**src/rtl/imm_extend_unit.sv**
```systemverilog
// imm_extend_unit: immediate zero/sign/upper/branch extension into a 2-entry skid queue
module imm_extend_unit #(
    parameter int IN_WIDTH  = 16,
    parameter int OUT_WIDTH = 32,
    parameter int TAG_WIDTH = 5
) (
    input  logic                 clk,
    input  logic                 rst_n,
    input  logic                 in_valid,
    output logic                 in_ready,
    input  logic [1:0]           in_mode,
    input  logic [IN_WIDTH-1:0]  in_data,
    input  logic [TAG_WIDTH-1:0] in_tag,
    output logic                 out_valid,
    input  logic                 out_ready,
    output logic [OUT_WIDTH-1:0] out_data,
    output logic [TAG_WIDTH-1:0] out_tag,
    output logic [1:0]           count
);
    localparam int E = OUT_WIDTH - IN_WIDTH;

    generate
        if (IN_WIDTH < 2 || OUT_WIDTH < IN_WIDTH + 2) begin : g_bad_width
            $error("imm_extend_unit: need IN_WIDTH >= 2 and OUT_WIDTH >= IN_WIDTH+2");
        end
    endgenerate

    logic [OUT_WIDTH-1:0] zx, sx, ext_data, head_data, tail_data;
    logic [TAG_WIDTH-1:0] head_tag, tail_tag;
    logic [1:0]           count_n;
    logic                 push, pop;

    always_comb begin
        zx       = {{E{1'b0}}, in_data};
        sx       = {{E{in_data[IN_WIDTH-1]}}, in_data};
        ext_data = in_mode == 2'd0 ? zx :
                   in_mode == 2'd1 ? sx :
                   in_mode == 2'd2 ? {in_data, {E{1'b0}}} :
                                     {sx[OUT_WIDTH-3:0], 2'b00};
        push     = in_valid & in_ready;
        pop      = out_valid & out_ready;
        count_n  = count + {1'b0, push} - {1'b0, pop};
    end

    assign out_valid = count != 2'd0;
    assign out_data  = head_data;
    assign out_tag   = head_tag;

    // in_ready tracks the next occupancy so it is a pure register output
    always_ff @(posedge clk or negedge rst_n) begin
        if (!rst_n) begin
            count     <= 2'd0;
            in_ready  <= 1'b1;
            head_data <= '0;
            head_tag  <= '0;
            tail_data <= '0;
            tail_tag  <= '0;
        end else begin
            count    <= count_n;
            in_ready <= count_n != 2'd2;
            if (pop && count == 2'd2) begin
                head_data <= tail_data;
                head_tag  <= tail_tag;
            end
            if (push && (count == 2'd0 || pop)) begin
                head_data <= ext_data;
                head_tag  <= in_tag;
            end
            if (push && count == 2'd1 && !pop) begin
                tail_data <= ext_data;
                tail_tag  <= in_tag;
            end
        end
    end
endmodule

```
**config.mk**
```make
export PLATFORM = sky130hd
export DESIGN_NAME = imm_extend_unit
export DESIGN_NICKNAME = d
export VERILOG_FILES = /design/src/rtl/imm_extend_unit.sv
export SDC_FILE = /design/constraint.sdc
export NUM_CORES = 1
export LEC_CHECK = 0
export CAP_MARGIN = 20
export CORE_ASPECT_RATIO = 1.75
export CORE_MARGIN = 5
export CORE_UTILIZATION = 40
export DETAILED_ROUTE_END_ITERATION = 10
export HOLD_SLACK_MARGIN = 0.1
export PLACE_DENSITY = 0.63
export SYNTH_ARGS = -nofsm -noshare
export SYNTH_HDL_FRONTEND = slang
export SYNTH_SLANG_ARGS = --single-unit
```
**constraint.sdc**
```tcl
create_clock -name clk -period 3 [get_ports clk]
set_clock_uncertainty 0.1 [all_clocks]
set_input_delay 0.6 -clock clk [delete_from_list [all_inputs] [get_ports clk]]
set_output_delay 0.6 -clock clk [all_outputs]
set_load 0.05 [all_outputs]
```
==> impl_metrics.json, run 1 <==
{
  "synth_edf_count": 0,
  "grt_pass1_wl_mm": 12.8,
  "final_core_util_pct": 52.8,
  "drc": 0,
  "max_freq_ghz": 0.403,
  "status": "completed",
  "clock-root-buffer": "clkbuf_16",
  "seqCellArea_mm2": 0.00193,
  "gp_congestion": 0.721,
  "syn_inst": 278,
  "num_antenna_cells": 0,
  "slowest_delay_ns": 0.71,
  "drive_gt1_share_pct": 19.2,
  "crit_type": "register to primary output",
  "max_cap_violations": 0,
  "synth_top_family_by_area": "multiplexers",
  "cp_max_fo": 5,
  "vias": 2349,
  "synthAdderAreaFrac_pct": 0.681,
  "arrival_ns": 1.78,
  "cts_tree": "done",
  "cts_buffers": 9,
  "grt_usage_pct": 15.4,
  "synthArstFlopShare_pct": 100,
  "chipHeight_um": 137,
  "clk_pin_slew_ns": 0.05,
  "cp_slowest_cell": "clkdlybuf4s50_1",
  "wl_per_cell_um": 16.7,
  "synth_warnings": 0,
  "firstDrtPassIters": 4,
  "io_pins": 68,
  "n_fill_cell": 814,
  "synth_mux_area_share_pct": 33.1,
  "start_kind": "register",
  "initialDrtViolationCount": 97,
  "period_needed_ns": 2.48,
  "synth_top_area_share_pct": 51.8,
  "dp_slack_ns": 0.403,
  "cts_num_sinks": 77,
  "antenna_found_initial": 0,
  "hp-class": "register to register",
  "syn_avg_cell_area_um2": 13.2,
  "fin_crit_sh_pct": 82.6,
  "rows": 46,
  "core_mm2": 0.00904,
  "grt_pass1_vias": 2474,
  "leakage_nw": 2.52,
  "design_area_mm2": 0.00477,
  "yosys.area_share.simple_pct": 1.98,
  "fin_setup_tns_ns": 0,
  "synth_largest_area_cell": "dfrtp_1",
  "rsz0062_at_grt": "no",
  "dpl.hpwl_mm": 5.52,
  "nNetsFinal": 379,
  "ir_worst_vdd_mv": 0.567,
  "die_area_mm2": 0.0113,
  "ant_nets": 0,
  "wirelength_mm": 7.92,
  "hold_viol": 0,
  "worst_pin_slew_ns": 0.747,
  "synth_seq_cells": 77,
  "synthTopCellsByCount": "76 x dfrtp_1, 72 x mux2i_1, 28 x mux2_2",
  "clockBufferDepth": 2,
  "syn_to_final_growth_pct": 30.0,
  "via_per_inst": 4.96,
  "synth-xor-area-share_pct": 0.477,
  "ys.flop_type": "dfrtp_1",
  "finalSetupViolations": 0,
  "multi_input_area_mm2": 0.00154,
  "htreeDepth": 3,
  "max_slew_margin_pct": 50.1,
  "p_per_area_mw_per_mm2": 1180,
  "worstSetupEndpointType": "primary output",
  "initial_core_util_pct": 40.6,
  "synthTopCellsByArea": "dfrtp_1 52%, mux2i_1 20%, mux2_2 8.6%",
  "grt_overflow": 0,
  "postPlaceCellArea_mm2": 0.00446,
  "synth_nets": 307,
  "synth-compound-area-share_pct": 5.59,
  "netlist_area_mm2": 0.00367,
  "final-max-slew-violation-count": 0,
  "clk_latency_ns": 0.33,
  "ys_types": 26,
  "grt_start_max_net_pins": 78,
  "fp.dieW_um": 82.4,
  "worstPathCellList": "or2_2 -> clkdlybuf4s50_1",
  "yosysMostFrequentCell": "dfrtp_1",
  "required_ns": 2.30,
  "setup_ws_ns": 0.522,
  "ys_seq_area_share_pct": 52.5,
  "io_buffers": 67
}
[per-layer routing]
metal / GRT usage [%] / up-vias / share of wire (%)
met5: 0 / - / 0
met4: 6.93 / 0 / 2.0
met3: 4.02 / 9 / 4.5
met2: 25.8 / 46 / 53
met1: 18.1 / 1181 / 40
li1: - / 1113 / -
[area by class of cell]
type	instances	share of cell area, %
clock inverters	1	0.105
clock buffers	14	5.74
multi-input cells	158	32.2
inverters	27	2.12
repair buffers	77	16.3
flip-flops and latches	77	40.4
well taps	120	3.14
[stage by stage]
step / power [mW] / hold slack (ns) / cells
3_3_place_gp: 4.62 / 0.384 / 457
4_1_cts: 5.71 / 0.367 / 472
2_1_floorplan: 3.81 / 0.204 / 278
6_report: 5.64 / 0.402 / 474
5_1_grt: 5.95 / 0.425 / 474
3_5_place_dp: 4.68 / 0.392 / 457
[sequential cells by signal (all words and copies together) (netlist names)]
signal,count
in_ready,1
out_data,32
count,2
tail_data,32
tail_tag,5
out_tag,5
[final timing paths]
check                                  from             to  slack, ns  cells past startpoint
max in group asynchronous             rst_n       in_ready       1.62                      3
worst min register to register  tail_tag[3]    tail_tag[3]       0.40                      1
worst max register to register     in_ready  tail_data[25]       0.98                      4
min in group asynchronous             rst_n   out_data[24]       0.58                      2
worst min-delay path            tail_tag[3]    tail_tag[3]       0.40                      1
worst max-delay path               count[0]      out_valid       0.52                      2
[critical path: cells and delay by family, from the launching register on]
kind,cells,cell delay [ns]
DFF,1,0.41
and+or+nand+nor,1,0.33
buffers and inverters,1,0.71
[timing repair]
action / 4_1_cts / 5_1_grt
resized for setup: 0 / 0
hold buffers: 0 / 1
endpoints found under the hold margin: 0 / 17
buffers inserted: 0 / 0
endpoints found under the setup margin: 0 / 0
[cell families (layout without fill, tap and decap cells)]
group	count (synthesis)	count (layout)
AND/OR/NAND/NOR	11	11
XOR/XNOR	2	2
multiplexers	112	112
flip-flops	77	77
AO/OA/AOI/OAI	31	31
adder cells (fa/ha/maj)	2	2
buffers and inverters	43	119
[where the power goes]
part / switching [mW] / internal [mW]
combinational: 1.60 / 1.17
clock: 0.391 / 0.622
sequential: 0.290 / 1.57
[placed cells by master, fill, tap and decap left out, types with 3 or more instances in the layout]
cell type and instances:
a21oi_1 14, a22o_1 8, a22oi_1 7, buf_4 8
clkbuf_16 9, clkbuf_8 3, clkdlybuf4s50_1 66, dfrtp_1 76
inv_1 27, mux2_2 28, mux2_4 12, mux2i_1 72
No activity file was read; power rests on OpenSTA's default activity.
==> inputs of run 2 (changes only) <==
- PLACE_DENSITY: 0.63 -> 0.65
- clock period: 3 -> 2.1 ns (I/O delays scaled with it)
==> run 2 against run 1 <==
Net effect:
- utilization increased by 1.5 points
- via count grew 2.0%
- sequential cell count unchanged
- critical endpoint is now out_data[7]
- largest cell class unchanged
- sequential share of layout area down 1.1 points
- clock power grew 62%
- cell count rose by 2.7%
- critical path type unchanged
- first-iteration DRC count is 9.3% lower
- die area did not move
==> impl_metrics.json, run 2 (same netlist as run 1, synthesis figures left out) <==
{
  "reg2reg_slack_ns": 0.21,
  "grt.met2_usage_pct": 25.7,
  "final_common_cell": "dfrtp_1",
  "antenna_found_initial": 0,
  "grt_use_met3_pct": 4.22,
  "final-max-slew-violation-count": 0,
  "fin_crit_sh_pct": 98.0,
  "chipHeight_um": 137,
  "crit_buf_inv": 1,
  "crit_type": "register to primary output",
  "grt_util_met1_pct": 20.2,
  "ant_nets": 0,
  "dpl.hpwl_mm": 5.93,
  "r2r_cells": 8,
  "r2r_start": "count[0]",
  "required_ns": 1.58,
  "initial_core_util_pct": 40.6,
  "grt_usage_pct": 16.1,
  "worstPathCellList": "clkdlybuf4s50_1",
  "dp_slack_ns": -0.145,
  "io_buffers": 67,
  "hold_viol": 0,
  "hold_start": "tail_tag[2]",
  "clock-root-buffer": "clkbuf_16",
  "cpLargestDelayFamily": "buffers and inverters",
  "syn_to_final_growth_pct": 33.7,
  "worstSetupEndpointType": "primary output",
  "cp_slowest_cell": "clkdlybuf4s50_1",
  "ir_worst_vdd_mv": 0.828,
  "grt_overflow": 0,
  "drive_gt1_share_pct": 24.5,
  "vias": 2397,
  "rows": 46,
  "num_antenna_cells": 0,
  "min_to": "tail_tag[2]",
  "initialDrtViolationCount": 88,
  "via_per_inst": 4.92,
  "max_cap_violations": 0,
  "worst_pin_slew_ns": 0.526,
  "clk_latency_ns": 0.33,
  "leakage_nw": 2.60,
  "start_kind": "register",
  "core_mm2": 0.00904,
  "busiest_layer": "met2",
  "max_slew_margin_pct": 64.9,
  "fp.dieW_um": 82.4,
  "timing.rr.end": "in_ready",
  "cts_num_sinks": 77,
  "cts_tree": "done",
  "grt_pass1_vias": 2677,
  "nNetsFinal": 391,
  "firstDrtPassIters": 4,
  "cp_max_fo": 2,
  "rsz0062_at_grt": "no",
  "grt_start_max_net_pins": 47,
  "cts_buffers": 9,
  "slowest_delay_ns": 0.82,
  "arrival_ns": 1.54,
  "layout_common_cells": "74 x dfrtp_1, 72 x mux2i_1, 58 x clkdlybuf4s50_1",
  "wl_per_cell_um": 16.8,
  "max_freq_ghz": 0.486,
  "drc": 0,
  "wirelength_mm": 8.18,
  "finalSetupViolations": 0,
  "io_pins": 68,
  "holdPathStages": 1,
  "status": "completed",
  "gp_congestion": 0.760,
  "grt_pass1_wl_mm": 13.6,
  "p_per_area_mw_per_mm2": 1690,
  "clockBufferDepth": 2,
  "final_core_util_pct": 54.3,
  "hp-class": "register to register",
  "clk_pin_slew_ns": 0.06,
  "die_area_mm2": 0.0113,
  "setup_ws_ns": 0.0414,
  "htreeDepth": 3,
  "period_needed_ns": 2.06
}
[run 2: how the worst max path moves through the flow]
stage	from	endpoint	slack (ns)	depth (start not counted)
5_1_grt	count[0]	count[0]	0.002	1
2_1_floorplan	count[0]	in_ready	0.03	8
6_report	out_data[7]	out_data[7]	0.04	1
3_5_place_dp	out_ready	tail_data[21]	-0.14	4
4_1_cts	count[1]	count[1]	0.01	1
3_3_place_gp	out_ready	tail_data[20]	-0.14	4
[run 2: final cells by class]
class | count | area [um2]
Timing Repair Buffer | 89 | 872
Multi-Input combinational cell | 158 | 1540
Clock inverter | 6 | 87.6
Fill cell | 818 | 4130
Clock buffer | 10 | 229
Inverter | 27 | 101
Sequential cell | 77 | 1930
Tap cell | 120 | 150
[run 2: metal layers]
| layer | part of all wire [%] | wire length, um | vias up |
|---|---|---|---|
| met1 | 42 | 3440 | 1186 |
| met3 | 4.5 | 365 | 15 |
| met2 | 51 | 4140 | 56 |
| met4 | 2.8 | 233 | 0 |
| met5 | 0 | 0 | - |
| li1 | - | - | 1140 |
[run 2: repair_timing]
item                                    4_1_cts  5_1_grt
pin swaps                                     0        0
endpoints found under the hold margin        31        0
endpoints found under the setup margin        1        1
setup buffers                                 0        0
resized for setup                             1        1
hold buffers                                  1        0
[run 2: metrics by stage]
step | setup TNS (ns) | area (um2) | hold slack (ns) | instances | power (mW)
after floorplan | 0 | 3680 | 0.0244 | 278 | 5.45
after global placement | -4.31 | 4580 | 0.289 | 470 | 6.66
after detailed placement | -4.12 | 4580 | 0.294 | 470 | 6.76
after CTS | 0 | 4910 | 0.404 | 487 | 8.42
after global routing | 0 | 4910 | 0.418 | 487 | 8.78
final | 0 | 4910 | 0.402 | 487 | 8.32
[run 2: report_power, final]
| group | internal, mW | switching [mW] | leakage, nW | total [mW] |
|---|---|---|---|---|
| sequential | 2.24 | 0.428 | 0.928 | 2.67 |
| clock | 1.04 | 0.605 | 0.145 | 1.64 |
| combinational | 1.71 | 2.30 | 1.53 | 4.01 |
==> inputs of run 3 (changes only) <==
- CTS_CLUSTER_DIAMETER: not set -> 200
- PLACE_DENSITY: 0.65 -> not set
- PLACE_DENSITY_LB_ADDON: not set -> 0.15
==> run 3 against run 2 <==
Net effect:
- global-route usage rose by 0.18 points
- sequential power barely moved
- clock power fell by 6%
- maximum frequency up 0.90%
- worst hold slack worse by 0.064 ns
- largest cell class unchanged
- clock-buffer cell count is 4 higher
- sequential cell count unchanged
- critical path depth is the same
==> impl_metrics.json, run 3 (same netlist as run 1, synthesis figures left out) <==
{
  "status": "completed",
  "slowest_delay_ns": 0.82,
  "max_cap_violations": 0,
  "setup_ws_ns": 0.0598,
  "final_common_cell": "dfrtp_1",
  "drive_gt1_share_pct": 23.8,
  "grt_usage_pct": 16.3,
  "wl_per_cell_um": 16.9,
  "p_per_area_mw_per_mm2": 1680,
  "firstDrtPassIters": 4,
  "arrival_ns": 1.52,
  "chipHeight_um": 137,
  "dpl.hpwl_mm": 5.87,
  "io_buffers": 67,
  "fin_crit_sh_pct": 97.2,
  "clk_latency_ns": 0.33,
  "drc": 0,
  "final_core_util_pct": 54.1,
  "rows": 46,
  "via_per_inst": 4.93,
  "cts_setup_buffers": 0,
  "initial_core_util_pct": 40.6,
  "worst_pin_slew_ns": 0.583,
  "hold_viol": 0,
  "antenna_found_initial": 0,
  "start_kind": "register",
  "clk_pin_slew_ns": 0.06,
  "crit_type": "register to primary output",
  "cts_num_sinks": 77,
  "design_area_mm2": 0.00489,
  "num_antenna_cells": 0,
  "crit_cells": 1,
  "cp_max_fo": 2,
  "grt_overflow": 0,
  "vias": 2391,
  "leakage_nw": 2.60,
  "grt_pass1_vias": 2632,
  "worstPathCellList": "clkdlybuf4s50_1",
  "nNetsFinal": 390,
  "required_ns": 1.58,
  "cts_buffers": 9,
  "grt_pass1_wl_mm": 13.7,
  "cts_tree": "done",
  "grt_start_max_net_pins": 46,
  "rsz0062_at_grt": "no",
  "layout_common_cells": "74 x dfrtp_1, 72 x mux2i_1, 57 x clkdlybuf4s50_1",
  "final-max-slew-violation-count": 0,
  "wirelength_mm": 8.22,
  "fp.dieW_um": 82.4,
  "max_freq_ghz": 0.490,
  "finalSetupViolations": 0,
  "dp_slack_ns": -0.145,
  "ant_nets": 0,
  "gp_congestion": 0.738,
  "worstSetupEndpointType": "primary output",
  "htreeDepth": 3,
  "hp-class": "input port to async pin",
  "cpLargestDelayFamily": "buffers and inverters",
  "die_area_mm2": 0.0113,
  "initialDrtViolationCount": 77,
  "syn_to_final_growth_pct": 33.2,
  "ir_worst_vdd_mv": 0.804,
  "io_pins": 68,
  "cp_slowest_cell": "clkdlybuf4s50_1",
  "max_slew_margin_pct": 61.2,
  "core_mm2": 0.00904,
  "clock-root-buffer": "clkbuf_16",
  "clockBufferDepth": 2,
  "period_needed_ns": 2.04,
  "postPlaceCellArea_mm2": 0.00459,
  "crit_buf_inv": 1,
  "r2r_cells": 8
}
==> run 3: per-stage QoR <==
step           instances  setup TNS [ns]  total power, mW  hold WS [ns]
5_1_grt              485               0             8.68         0.352
2_1_floorplan        278               0             5.45        0.0244
4_1_cts              485               0             8.32         0.326
6_report             485               0             8.21         0.338
3_5_place_dp         469           -6.10             6.75         0.127
3_3_place_gp         469           -4.93             6.66         0.125
==> run 3: per-layer routing <==
layer | track usage (%) | vias up | wire length (um)
li1 | - | 1141 | -
met1 | 20.3 | 1183 | 3470
met2 | 25.8 | 52 | 4170
met3 | 4.41 | 15 | 364
met4 | 7.58 | 0 | 214
met5 | 0 | - | 0
==> run 3: layout make-up <==
type                    count  area, um2
multi-input cells         158       1540
clock buffers              14        264
inverters                  27        101
repair buffers             88        875
well taps                 120        150
flip-flops and latches     77       1930
fillers                   807       4150
clock inverters             1       30.0
==> run 3: final timing paths <==
check	start	slack (ns)	endpoint
setup / recovery	out_data[26]	0.06	out_data[26]
hold / removal	rst_n	0.34	tail_data[11]
setup reg to reg	count[1]	0.21	in_ready
hold reg to reg	tail_tag[1]	0.40	tail_tag[1]
max in group asynchronous	rst_n	0.98	tail_data[20]
min in group clk	tail_tag[1]	0.40	tail_tag[1]
==> run 3: repair_timing <==
item                       in CTS  in global routing
gates resized for setup         1                  1
hold endpoints to repair       76                  0
setup endpoints to repair       1                  1
hold buffers                    1                  0
==> run 3: power breakdown <==
| part | internal, mW | leakage (nW) | switching (mW) |
|---|---|---|---|
| Sequential | 2.24 | 0.928 | 0.416 |
| Clock | 0.980 | 0.143 | 0.559 |
| Combinational | 1.71 | 1.53 | 2.31 |
| Total | 4.93 | 2.60 | 3.28 |
